<file path="config.mk">
export PLATFORM = sky130hd
export DESIGN_NAME = ifetch
export DESIGN_NICKNAME = d
export VERILOG_FILES = /design/src/rtl/ifetch.sv
export SDC_FILE = /design/constraint.sdc
export NUM_CORES = 1
export LEC_CHECK = 0
export BUFFER_PORTS_ARGS = -buffer_cell sky130_fd_sc_hd__buf_2
export CORE_MARGIN = 5
export CORE_UTILIZATION = 50
export CTS_CLUSTER_DIAMETER = 200
export DETAILED_ROUTE_END_ITERATION = 16
export GPL_TIMING_DRIVEN = 0
export PLACE_DENSITY = 0.73
export SLEW_MARGIN = 30
export SYNTH_ARGS = -nofsm -noshare
export SYNTH_HDL_FRONTEND = slang
export SYNTH_SLANG_ARGS = --single-unit
</file>
<file path="constraint.sdc">
create_clock -name clk -period 3.3 [get_ports clk]
set_clock_uncertainty 0.1 [all_clocks]
set_input_delay 0.165 -clock clk [delete_from_list [all_inputs] [get_ports clk]]
set_output_delay 0.165 -clock clk [all_outputs]
set_load 0.005 [all_outputs]
</file>
<file path="src/rtl/ifetch.sv">
// Instruction fetch: owns the fetch PC, issues word requests to imem, buffers up to
// two returned instructions and presents one per cycle to decode.
module ifetch #(
  parameter int unsigned     XLEN     = 64,
  parameter logic [XLEN-1:0] RESET_PC = 64'h1000,
  parameter logic [31:0]     NOP      = 32'h00000013
) (
  input  logic            clk,
  input  logic            resetn,
  input  logic            stall,
  input  logic            redirect_valid,
  input  logic [XLEN-1:0] redirect_pc,
  output logic            imem_req_valid,
  input  logic            imem_req_ready,
  output logic [XLEN-1:0] imem_req_addr,
  input  logic            imem_resp_valid,
  input  logic [31:0]     imem_resp_data,
  input  logic            imem_resp_fault,
  output logic [31:0]     instr,
  output logic [XLEN-1:0] pc,
  output logic            instr_valid,
  output logic            fetch_fault,
  output logic [3:0]      fault_cause
);

  typedef enum logic [1:0] {S_BOOT, S_FETCH, S_FAULT} state_e;

  typedef struct packed {
    logic [31:0]     ins;
    logic [XLEN-1:0] epc;
    logic            flt;
    logic [3:0]      cause;
  } entry_t;

  state_e          state_q, state_d;
  logic [XLEN-1:0] fetch_pc_q, fetch_pc_d;
  logic [1:0]      outst_q, outst_d;
  logic [1:0]      stale_q, stale_d;
  logic [XLEN-1:0] pcq_q [2];
  logic [XLEN-1:0] pcq_d [2];
  logic            pcq_wr_q, pcq_wr_d, pcq_rd_q, pcq_rd_d;
  entry_t          buf_q [2];
  entry_t          buf_d [2];
  logic            buf_wr_q, buf_wr_d, buf_rd_q, buf_rd_d;
  logic [1:0]      buf_cnt_q, buf_cnt_d;
  entry_t          out_q, out_d;
  logic            out_valid_q, out_valid_d;

  logic [2:0]      credits;
  logic            acc, resp_live, misalign, push, pop;
  entry_t          resp_ent, mis_ent, bubble_ent;

  assign credits        = {1'b0, outst_q} + {1'b0, buf_cnt_q};
  assign imem_req_valid = (state_q == S_FETCH) && (credits < 3'd2);
  assign imem_req_addr  = {fetch_pc_q[XLEN-1:2], 2'b00};
  assign acc            = imem_req_valid && imem_req_ready;
  assign resp_live      = imem_resp_valid && (stale_q == 2'd0);
  assign misalign       = redirect_pc[1:0] != 2'b00;

  assign instr       = out_q.ins;
  assign pc          = out_q.epc;
  assign instr_valid = out_valid_q;
  assign fetch_fault = out_q.flt;
  assign fault_cause = out_q.cause;

  always_comb begin
    resp_ent.ins   = imem_resp_fault ? NOP : imem_resp_data;
    resp_ent.epc   = pcq_q[pcq_rd_q];
    resp_ent.flt   = imem_resp_fault;
    resp_ent.cause = imem_resp_fault ? 4'd1 : 4'd0;

    mis_ent.ins    = NOP;
    mis_ent.epc    = redirect_pc;
    mis_ent.flt    = 1'b1;
    mis_ent.cause  = 4'd0;

    bubble_ent.ins   = NOP;
    bubble_ent.epc   = out_q.epc;
    bubble_ent.flt   = 1'b0;
    bubble_ent.cause = 4'd0;
  end

  always_comb begin
    state_d     = state_q;
    fetch_pc_d  = fetch_pc_q;
    outst_d     = outst_q + {1'b0, acc} - {1'b0, imem_resp_valid};
    stale_d     = stale_q;
    pcq_d       = pcq_q;
    pcq_wr_d    = pcq_wr_q;
    pcq_rd_d    = pcq_rd_q;
    buf_d       = buf_q;
    buf_wr_d    = buf_wr_q;
    buf_rd_d    = buf_rd_q;
    buf_cnt_d   = buf_cnt_q;
    out_d       = out_q;
    out_valid_d = out_valid_q;
    pop         = !stall && (buf_cnt_q != 2'd0);
    push        = resp_live && (stall || (buf_cnt_q != 2'd0));

    // The PC queue tracks every accepted request, stale or not, so it stays in step
    // with the in-order response stream across redirects.
    if (acc) begin
      pcq_d[pcq_wr_q] = fetch_pc_q;
      pcq_wr_d        = ~pcq_wr_q;
      fetch_pc_d      = fetch_pc_q + XLEN'(4);
    end
    if (imem_resp_valid) begin
      pcq_rd_d = ~pcq_rd_q;
      if (stale_q != 2'd0) stale_d = stale_q - 2'd1;
    end

    case (state_q)
      S_BOOT:  state_d = S_FETCH;
      S_FETCH: if (resp_live && imem_resp_fault) state_d = S_FAULT;
      S_FAULT: ;
      default: state_d = S_BOOT;
    endcase

    // Everything requested after a faulting fetch is discarded on return.
    if (resp_live && imem_resp_fault) stale_d = outst_d;

    if (push) begin
      buf_d[buf_wr_q] = resp_ent;
      buf_wr_d        = ~buf_wr_q;
    end
    if (pop) buf_rd_d = ~buf_rd_q;
    buf_cnt_d = buf_cnt_q + {1'b0, push} - {1'b0, pop};

    if (!stall) begin
      if (pop) begin
        out_d       = buf_q[buf_rd_q];
        out_valid_d = 1'b1;
      end else if (resp_live) begin
        out_d       = resp_ent;
        out_valid_d = 1'b1;
      end else begin
        out_d       = bubble_ent;
        out_valid_d = 1'b0;
      end
    end

    if (redirect_valid) begin
      stale_d     = outst_d;
      fetch_pc_d  = {redirect_pc[XLEN-1:2], 2'b00};
      buf_wr_d    = 1'b0;
      buf_rd_d    = 1'b0;
      buf_cnt_d   = 2'd0;
      out_d       = bubble_ent;
      out_valid_d = 1'b0;
      state_d     = S_FETCH;
      if (misalign) begin
        buf_d[0]  = mis_ent;
        buf_wr_d  = 1'b1;
        buf_cnt_d = 2'd1;
        state_d   = S_FAULT;
      end
    end
  end

  always_ff @(posedge clk) begin
    if (!resetn) begin
      state_q     <= S_BOOT;
      fetch_pc_q  <= RESET_PC;
      outst_q     <= '0;
      stale_q     <= '0;
      pcq_q       <= '{default: '0};
      pcq_wr_q    <= 1'b0;
      pcq_rd_q    <= 1'b0;
      buf_q       <= '{default: '0};
      buf_wr_q    <= 1'b0;
      buf_rd_q    <= 1'b0;
      buf_cnt_q   <= '0;
      out_q       <= '{ins: NOP, epc: RESET_PC, flt: 1'b0, cause: 4'd0};
      out_valid_q <= 1'b0;
    end else begin
      state_q     <= state_d;
      fetch_pc_q  <= fetch_pc_d;
      outst_q     <= outst_d;
      stale_q     <= stale_d;
      pcq_q       <= pcq_d;
      pcq_wr_q    <= pcq_wr_d;
      pcq_rd_q    <= pcq_rd_d;
      buf_q       <= buf_d;
      buf_wr_q    <= buf_wr_d;
      buf_rd_q    <= buf_rd_d;
      buf_cnt_q   <= buf_cnt_d;
      out_q       <= out_d;
      out_valid_q <= out_valid_d;
    end
  end

endmodule

</file>
==> metrics.md <==
| Metric | Value |
|---|---|
| Outcome | finished with violations |
| Violations in the final reports | setup timing |
| Skew-Pair Late Insertion Delay | 0.61 ns |
| Main combinational cell family by area after synthesis | compound AO/OA/AOI/OAI gates |
| Largest net degree at the start of global routing | 15 |
| Synth warnings | 0 |
| Global-route wire length before repair | 121 mm |
| Static Leakage | 0.00963 µW |
| Clock Power Share | 41.5% |
| FILL cells | 3768 |
| Startpoint types | flip-flop |
| Row count | 76 |
| # nets final | 3216 |
| Core area | 43200 µm² |
| Root Buffer | clkbuf_16 |
| Worst-path maximum fanout | 4 |
| Delay-heaviest family, CP | simple AND/OR/NAND/NOR gates |
| Post-synth EDFFs | 0 |
| Post-synth ARST share | 0% |
| Gpl congestion | 0.960 |
| Synth Area in Compound Gates | 19.5% |
| # IOs | 270 |
| Num CTS Buffers | 52 |
| Main flop type after synthesis | dfxtp_1 |
| Syn Area/Cell | 8.16 µm² |
| Seq/Total Area, Yosys | 45.4% |
| Vias in the first global route | 21413 |
| Share of power burned in registers | 43.4% |
| Pwr per Cell Area | 563 nW/µm² |
| Yosys top cell area share | 45.4% |
| ANT nets after route | 0 |
| Final core occ | 62.5% |
| Port bufs | 265 |
| Dpl cells | 3533 |
| Setup CP Type | flip-flop to flip-flop |
| Cell taking the most area after synthesis | dfxtp_1 |
| Fmax | 298 MHz |
| HP Class | primary input to flip-flop |
| Residual DRC | 0 |
| Setup ws final | -0.0530 ns |
| CTS max path bufs | 3 |
| Final hold viol count | 0 |
| FF+latch count, synth | 496 |
| Worst path cell trace | and2_1 > fa_1 > or4b_4 > clkinv_4 > and2_4 > buf_6 > inv_4 > ha_4 > inv_1 > ha_4 > xor2_4 > xnor2_2 > mux2i_1 > nor2_1 > a211oi_2 |
| GR Overflow Total | 0 |
| Die H | 219 µm |
| Via Count | 22371 |
| Critical Path Most Common Cell | ha_4 |
| Worst-margin pin slew | 1.20 ns |
| Initial DRC count | 2634 |
| Switching share of power | 28.1% |
| DP Wirelength | 56.9 mm |
| Min Clock Period, post-route | 3.35 ns |
| Simple-Gate Fraction of Synth Area | 19.1% |
| Full die area | 48000 µm² |
| Final hold slack | 0.0248 ns |
| Comb power frac | 15.1% |
| Dpl cell area | 24000 µm² |
| Share of layout cells above drive strength 1 | 13.4% |
| Adder-Cell Fraction of Synth Area | 0.435% |
| Post-synthesis share of cell area spent on xor and xnor gates | 1.72% |
| Slew margin rel. | 19.7% |
| Non-Filler Instances | 3734 |
| MaxCap Viol Count | 0 |
| Vias/cell | 5.99 |
| Multiplexer share of the synthesized area | 8.68% |
| Mapped Area | 21900 µm² |
| P_int | 10900 µW |
| Final cycle utilization of the critical path | 102% |
| Clock tree sinks | 496 |
| TritonCTS clock tree | yes |
| Cell area after layout | 27000 µm² |
| Routed length per placed instance | 21.3 µm |
| Worst-path clk slew | 0.07 ns |
| Worst vdd ir | 0.392 mV |
| First-pass detailed-route iteration total | 6 |
| GRT Total Usage | 31.6% |
| Slowest Stage Delay on Critical Path | 0.60 ns |
| Initial core utilization | 50.6% |
| Final wirelength | 79.5 mm |
| CP Data Required Time | 3.67 ns |
| Max Slew Vio Count | 0 |
| Depth of the CTS H-tree | 2 |
| Largest cells by area after synthesis | dfxtp_1 45%, nand2_1 9.3%, mux2i_1 8.5% |
| NetSw | 4260 µW |
| CP endpoint kind | flip-flop |
| CP arrival | 3.73 ns |
| Bufs and invs on worst path | 4 |
| Cell variety after synth | 59 |
| Die width | 219 µm |
| Final setup fails | 2 |
| Crit-path slowest cell | or4b_4 |
| Post-synthesis cell count | 2680 |
| Area grow syn2layout | 23.3% |
| Initial antenna violation count | 2 |
layout by cell type (no fill, tap or decap), types with 7 or more instances in the layout:
cell type / n
inv_1: 43
buf_2: 282
nand4_1: 37
nor3_1: 20
buf_4: 11
and4_1: 8
o21ai_0: 119
clkbuf_1: 210
o211ai_1: 66
o221ai_1: 62
bufinv_16: 7
a21oi_1: 288
and2_1: 12
or3_1: 13
o32ai_1: 32
dfxtp_1: 493
nor2_1: 231
a31oi_1: 14
a211oi_1: 77
xnor2_1: 23
clkbuf_16: 53
clkbuf_8: 12
or4_1: 12
buf_1: 13
mux2i_1: 185
xor2_1: 18
dlygate4sd3_1: 99
and3_1: 11
nand2_1: 538
nand3_1: 37
nor4_1: 11
clkinv_2: 11
state kept, by name, indices dropped and copies added, names as in the netlist:
name	count
fault_cause	4
pc	64
buf_rd_q	1
instr_valid	1
fetch_pc_q	62
outst_q	2
state_q	2
pcq_wr_q	1
pcq_q	124
pcq_rd_q	1
fetch_fault	1
stale_q	2
buf_wr_q	1
buf_cnt_q	2
buf_q	196
instr	32
what timing repair did:
| action | in CTS | in global routing |
|---|---|---|
| hold buffers | 99 | 0 |
| resized for setup | 9 | 18 |
| hold endpoints to repair | 226 | 0 |
| endpoints found under the setup margin | 129 | 127 |
| cloned | 0 | 0 |
| pin swaps | 4 | 5 |
| buffers inserted | 5 | 3 |
power groups by stage:
stage          clock [µW]  combinational (µW)  sequential [µW]
5_1_grt              6590                2470             6610
2_1_floorplan           0                1280             6630
6_report             6290                2290             6580
4_1_cts              6310                2200             6560
3_5_place_dp            0                2080             6690
3_3_place_gp            0                2020             6670
cell families (layout without fill, tap and decap cells):
kind of cell / after synthesis / in the layout
flip-flops: 496 / 496
multiplexers: 189 / 189
other: 1 / 3
AO/OA/AOI/OAI: 688 / 688
AND/OR/NAND/NOR: 968 / 968
XOR/XNOR: 43 / 43
buffers and inverters: 288 / 755
adder cells (fa/ha/maj): 7 / 7
synthesized netlist by cell type (5+ instances only):
cell type and n:
nand3_1 37, ha_1 6, a211oi_1 78, clkbuf_1 209, nand2b_1 5, dfxtp_1 496
and3_1 11, o31ai_1 5, nor4_1 15, o221ai_1 62, nor3_1 21, mux2i_1 185
xnor2_1 24, a31oi_1 14, a22oi_1 5, or3_1 13, o32ai_1 32, xor2_1 19
nand2_1 539, and2_1 13, buf_1 13, nor3b_1 5, o211ai_1 66, o21ai_0 119
inv_1 44, and4_1 8, or4_1 12, nand4_1 37, buf_2 17, a21oi_1 288
nor2_1 234
layout make-up:
cell class | count | area (µm²) | share of cell area [%]
Clock inverter | 22 | 299 | 1.11
Clock buffer | 74 | 1530 | 5.66
Timing Repair Buffer | 374 | 2400 | 8.90
Sequential cell | 496 | 9940 | 36.9
Antenna cell | 1 | 2.50 | 0.00928
Inverter | 46 | 180 | 0.668
Tap cell | 585 | 732 | 2.71
Buffer | 239 | 942 | 3.49
Multi-Input combinational cell | 1897 | 10900 | 40.6
path summary, 6_finish.rpt:
path	slack, ns	to	startpoint	cells past startpoint
worst max-delay path	-0.05	stale_q[1]	buf_cnt_q[0]	15
worst min-delay path	0.02	buf_wr_q	stall	4
worst max register to register	-0.05	stale_q[1]	buf_cnt_q[0]	15
worst min register to register	0.35	buf_q[188]	buf_q[188]	2
per-layer routing:
metal  global-route usage (%)  vias up  share of wire [%]
met1                     42.6    10642                 41
met4                     12.4        2                4.4
met3                     6.44      223                9.9
met5                        0        -              0.015
met2                     50.2     1231                 45
li1                         -    10273                  -
stage by stage:
stage          setup TNS [ns]  power, µW  setup WS (ns)
6_report              -0.0975      15200        -0.0530
5_1_grt                -0.254      15700        -0.0815
4_1_cts                     0      15100         0.0140
3_5_place_dp           -21.60       8760         -0.378
3_3_place_gp           -92.94       8690         -0.798
2_1_floorplan               0       7910         0.0439
worst register-to-register path, delay by kind of cell (launching register included):
kind                     cells  cell delay (ns)
AND/OR/NAND/NOR              4             1.05
AO/OA/AOI/OAI                1             0.05
multiplexers                 1             0.11
flip-flops                   1             0.35
buffers and inverters        4             0.28
XOR/XNOR                     2             0.39
adder cells (fa/ha/maj)      3             0.90
Note: power is estimated with default switching activity, not from simulation.
